[src/rtl/fetch_unit.sv]
// Instruction-fetch stage: owns the PC, fetches over a req/ack handshake and holds
// the instruction until retire. Optional jump-register support under `FETCH_JR_EN`.
module fetch_unit #(
    parameter logic [31:0] RESET_PC = 32'h0000_0000
) (
    input  logic        clk,
    input  logic        reset_n,
    input  logic        pcsrc,
    input  logic        jump,
    input  logic [31:0] signimm,
    input  logic        advance,
`ifdef FETCH_JR_EN
    input  logic        jr,
    input  logic [31:0] jr_target,
    output logic        fetch_err,
`endif
    output logic        imem_req,
    output logic [31:0] imem_addr,
    input  logic        imem_ack,
    input  logic [31:0] imem_rdata,
    output logic [31:0] instr,
    output logic        instr_valid,
    output logic [31:0] pc,
    output logic [31:0] pcplus4,
    output logic [31:0] retired
);

    typedef enum logic [1:0] {
        ST_RST   = 2'd0,
        ST_FETCH = 2'd1,
        ST_EXEC  = 2'd2
    } state_t;

    state_t      state_q, state_d;
    logic [31:0] pc_q, pc_d;
    logic [31:0] instr_q, instr_d;
    logic [31:0] retired_q, retired_d;
    logic        req_q, req_d;
    logic        valid_q, valid_d;
    logic [31:0] pcplus4_s;
    logic [31:0] next_pc_s;
`ifdef FETCH_JR_EN
    logic        fetch_err_q, fetch_err_d;
`endif

    function automatic logic [31:0] jump_target(input logic [3:0] region, input logic [25:0] index);
        return {region, index, 2'b00};
    endfunction

    function automatic logic [31:0] branch_target(input logic [31:0] pcp4, input logic [31:0] imm);
        return pcp4 + (imm << 2);
    endfunction

    assign pcplus4_s = pc_q + 32'd4;

    // Next-PC selection; only consumed on a retire cycle.
    always_comb begin
        next_pc_s = pcplus4_s;
`ifdef FETCH_JR_EN
        if (jr) begin
            next_pc_s = jr_target & ~32'h0000_0003;
        end else if (jump) begin
            next_pc_s = jump_target(pcplus4_s[31:28], instr_q[25:0]);
        end else if (pcsrc) begin
            next_pc_s = branch_target(pcplus4_s, signimm);
        end else begin
            next_pc_s = pcplus4_s;
        end
`else
        if (jump) begin
            next_pc_s = jump_target(pcplus4_s[31:28], instr_q[25:0]);
        end else if (pcsrc) begin
            next_pc_s = branch_target(pcplus4_s, signimm);
        end else begin
            next_pc_s = pcplus4_s;
        end
`endif
    end

    // FSM next-state and datapath updates.
    always_comb begin
        state_d   = state_q;
        pc_d      = pc_q;
        instr_d   = instr_q;
        retired_d = retired_q;
`ifdef FETCH_JR_EN
        fetch_err_d = fetch_err_q;
`endif
        case (state_q)
            ST_RST: begin
                state_d = ST_FETCH;
            end
            ST_FETCH: begin
                if (imem_ack) begin
                    instr_d = imem_rdata;
                    state_d = ST_EXEC;
                end else begin
                    state_d = ST_FETCH;
                end
            end
            ST_EXEC: begin
                if (advance) begin
                    pc_d      = next_pc_s;
                    retired_d = retired_q + 32'd1;
                    state_d   = ST_FETCH;
`ifdef FETCH_JR_EN
                    if (jr && (jr_target[1:0] != 2'b00)) begin
                        fetch_err_d = 1'b1;
                    end else begin
                        fetch_err_d = fetch_err_q;
                    end
`endif
                end else begin
                    state_d = ST_EXEC;
                end
            end
            default: begin
                state_d = ST_RST;
            end
        endcase
        // Handshake flags are registered from the next state so they are glitch-free.
        req_d   = (state_d == ST_FETCH);
        valid_d = (state_d == ST_EXEC);
    end

    // State and datapath registers.
    always_ff @(posedge clk or negedge reset_n) begin
        if (!reset_n) begin
            state_q   <= ST_RST;
            pc_q      <= RESET_PC;
            instr_q   <= 32'h0000_0000;
            retired_q <= 32'h0000_0000;
            req_q     <= 1'b0;
            valid_q   <= 1'b0;
`ifdef FETCH_JR_EN
            fetch_err_q <= 1'b0;
`endif
        end else begin
            state_q   <= state_d;
            pc_q      <= pc_d;
            instr_q   <= instr_d;
            retired_q <= retired_d;
            req_q     <= req_d;
            valid_q   <= valid_d;
`ifdef FETCH_JR_EN
            fetch_err_q <= fetch_err_d;
`endif
        end
    end

    assign imem_req    = req_q;
    assign imem_addr   = pc_q;
    assign instr       = instr_q;
    assign instr_valid = valid_q;
    assign pc          = pc_q;
    assign pcplus4     = pcplus4_s;
    assign retired     = retired_q;
`ifdef FETCH_JR_EN
    assign fetch_err   = fetch_err_q;
`endif

endmodule

[config.mk]
export PLATFORM = sky130hd
export DESIGN_NAME = fetch_unit
export DESIGN_NICKNAME = d
export VERILOG_FILES = /design/src/rtl/fetch_unit.sv
export SDC_FILE = /design/constraint.sdc
export NUM_CORES = 1
export LEC_CHECK = 0
export BUFFER_PORTS_ARGS = -buffer_cell sky130_fd_sc_hd__buf_2
export CAP_MARGIN = 40
export CORE_MARGIN = 2
export CORE_UTILIZATION = 45
export CTS_CLUSTER_DIAMETER = 100
export DETAILED_ROUTE_END_ITERATION = 16
export GPL_ROUTABILITY_DRIVEN = 0
export PLACE_DENSITY_LB_ADDON = 0.1
export SYNTH_ARGS = -nofsm -noshare
export SYNTH_HDL_FRONTEND = slang
export SYNTH_SLANG_ARGS = --single-unit
[constraint.sdc]
create_clock -name clk -period 4.3 [get_ports clk]
set_clock_uncertainty 0.05 [all_clocks]
set_input_delay 0.215 -clock clk [delete_from_list [all_inputs] [get_ports clk]]
set_output_delay 0.215 -clock clk [all_outputs]
set_load 0.02 [all_outputs]
==> metrics.yaml <==
place:
  place_ws_ns: 0.257
  io_buffers: 223
  hpwl_um: 15200
yosys:
  synth_largest_area_cell: "dfrtp_1"
  synth-edff-count: 0
  ys.flop_type: "dfrtp_1"
  synth_top_area_share_pct: 36.3
  synthArstFlopShare_pct: 100
  seq_area_frac_synth_pct: 36.3
  synth_seq_cells: 98
  synthCells: 738
  synth_area_um2: 6750
  synth.most_common_cell: "dfrtp_1"
  postSynthAreaPerCell_um2: 9.15
  synth.yosys.warnings: 0
  synth_area_leaders: "dfrtp_1 (36%), xnor2_1 (7.4%), ha_1 (7.0%), mux2_2 (5.5%), nand2_1 (4.4%)"
  synth_common_cells: "dfrtp_1 (98), nand2_1 (79), xnor2_1 (57), nor2_1 (56), a21oi_1 (43)"
  yosys.cell_types.count: 64
cts:
  clk_path_buf_depth: 2
  post-cts-setup-buffers: 0
  cts_tree: "built"
  cts_made_buffers: 9
  cts_htree_levels: 3
  numClockSinks: 98
  clk_pin_slew_ns: 0.08
  insertion_delay_ns: 0.36
  root_buffer: "clkbuf_16"
die:
  boundaryPins: 232
  die-area_um2: 16000
  die_h_um: 127
  rows: 44
  core_um2: 14600
  start_util_pct: 46.3
  die_w_um: 127
worst_setup_path:
  crit_chain: "and3_1, nand3_1, or3_1, nor2_2, xor2_1, ha_1, and4_1, nand3_1, o221ai_1, or3_1, a311oi_1, a211oi_1, xor2_1, nand2_1, xnor2_1"
  crit_buf_inv: 0
  crit_slowest_cell: "or3_1"
  setup.worst_path.end_class: "register"
  critical_path_required_ns: 4.50
  crit_arrival_ns: 4.16
  worst-setup-path-type: "register to register"
  path_max_fanout: 7
  max_stage_delay_ns: 0.50
  critPathLaunchType: "register"
  path_delay_family: "simple AND/OR/NAND/NOR gates"
global_route:
  grt_pass1_vias: 5766
  antenna_found_initial: 2
  grt_max_degree: 61
  grt_pass1_wl_um: 30600
  grt.total_usage_pct: 24.3
  overflow: 0
detailed_routing:
  via_count: 6202
  firstDrtPassIters: 5
  drc: 0
  ant_nets: 0
  drt_iter0_drc: 373
  via_per_inst: 5.47
  routed_wirelength_um: 19700
  wl_per_cell_um: 17.4
timing:
  setup_tns_ns: 0
  hold_viol_final: 0
  timing.final.ws_setup_ns: 0.343
  setup_violations: 0
  tightest_slew_ns: 0.783
  rsz0062_at_grt: "false"
  period_minus_slack_ns: 3.96
  slew_viol_final: 0
  slew_headroom_pct: 47.8
  fmax_ghz: 0.253
  period_share_pct: 92.0
cells_and_area:
  layout-drive-gt1-share_pct: 32.9
  final_util_pct: 56.7
  nets: 1052
  fill_cells: 1406
  syn_to_final_growth_pct: 22.6
power_and_ir_drop:
  irDropWorstVdd_uv: 469
  power.static_leakage_uw: 0.00415
  switching_power_uw: 3000
  p_comb_share_pct: 60.5
  power_density_nw_per_um2: 739
  power.internal_uw: 3110
  power_frac_seq_pct: 26.4
  clockPowerShare_pct: 13.1
  p_total_uw: 6120
  p_sw_share_pct: 49.1
outcome:
  status: "finished clean"
flow_run:
  drv_cap: 0
hold_path:
  hold_path_class: "input pin to register"
[worst register-to-register path, delay by kind of cell (launching register included)]
kind,cells,cell delay (ns)
adder cells (fa/ha/maj),1,0.33
XOR/XNOR,3,0.51
AO/OA/AOI/OAI,3,0.43
flip-flops,1,0.48
AND/OR/NAND/NOR,8,2.05
[cells by family after synthesis]
kind of cell	Yosys count	synth area share [%]
compound gates	173	16.7
mux	36	5.95
simple gates	237	16.7
other cells	1	0.0555
flops	98	36.3
fa+ha+maj	39	7.34
xor+xnor	84	10.9
buf+inv	70	6.04
[path summary, 6_finish.rpt]
path | startpoint | endpoint | slack, ns | cells past startpoint
worst max register to register | imem_addr[5] | imem_addr[31] | 0.34 | 15
worst min register to register | retired[31] | retired[31] | 0.43 | 1
min in group asynchronous | reset_n | imem_addr[31] | 0.40 | 2
worst min-delay path | imem_rdata[17] | instr[17] | 0.03 | 2
worst max-delay path | imem_addr[5] | imem_addr[31] | 0.34 | 15
max in group asynchronous | reset_n | instr[18] | 2.78 | 3
[registers in the layout, summed over array words and instances (netlist names)]
register and cells:
instr_valid 1, retired 32, instr 32, imem_addr 30
imem_req 1, state_q 2
[per-layer routing]
metal / track usage, % / up-vias / part of all wire (%)
met1: 33.1 / 2929 / 45
met4: 5.69 / 0 / 1.3
li1: - / 3034 / -
met2: 39.4 / 215 / 47
met3: 5.61 / 24 / 6.6
met5: 0 / - / 0
[per-stage QoR]
stage,std cells,cell area [µm²],hold WS [ns]
floorplan,743,6770,-0.131
global placement,1112,7920,0.283
detailed placement,1114,7960,0.279
CTS,1132,8260,0.0190
global route,1133,8280,0.0157
finish,1134,8280,0.0333
[power groups by stage]
stage | logic [µW] | clock network (µW) | registers [µW]
after floorplan | 2310 | 0 | 1940
after global placement | 3660 | 0 | 1620
after detailed placement | 3690 | 0 | 1630
after CTS | 3700 | 824 | 1620
after global routing | 4020 | 869 | 1670
final | 3700 | 799 | 1610
[area by class of cell]
class | count | area, µm² | area share, %
Tap cell | 184 | 230 | 2.78
Inverter | 11 | 41.3 | 0.499
Clock buffer | 9 | 225 | 2.72
Antenna cell | 2 | 5.00 | 0.0605
Multi-Input combinational cell | 575 | 3930 | 47.5
Clock inverter | 7 | 58.8 | 0.710
Sequential cell | 98 | 2450 | 29.6
Timing Repair Buffer | 248 | 1340 | 16.1
[what timing repair did]
action                                  4_1_cts  5_1_grt
endpoints found under the setup margin        0        1
hold endpoints to repair                     60        0
gates resized for setup                       0        3
hold buffers                                  2        0
[cell usage in the layout, fill, tap and decap left out, types with 4 or more instances in the layout]
master	count
buf_2	222
dfrtp_1	98
nand2_1	79
xnor2_1	57
nor2_1	54
a21oi_1	43
ha_1	37
o21ai_0	36
mux2_2	33
nand3_1	31
xor2_1	27
buf_4	22
nand4_1	18
a21o_1	18
and3_1	17
and4_1	10
inv_1	10
o22ai_1	10
clkbuf_16	9
nor3_1	7
a31oi_1	7
o31ai_1	6
a31o_2	6
conb_1	6
a22oi_1	5
o21bai_1	5
a211oi_1	5
and2_1	4
a221oi_1	4
No activity file was read; power rests on OpenSTA's default activity.
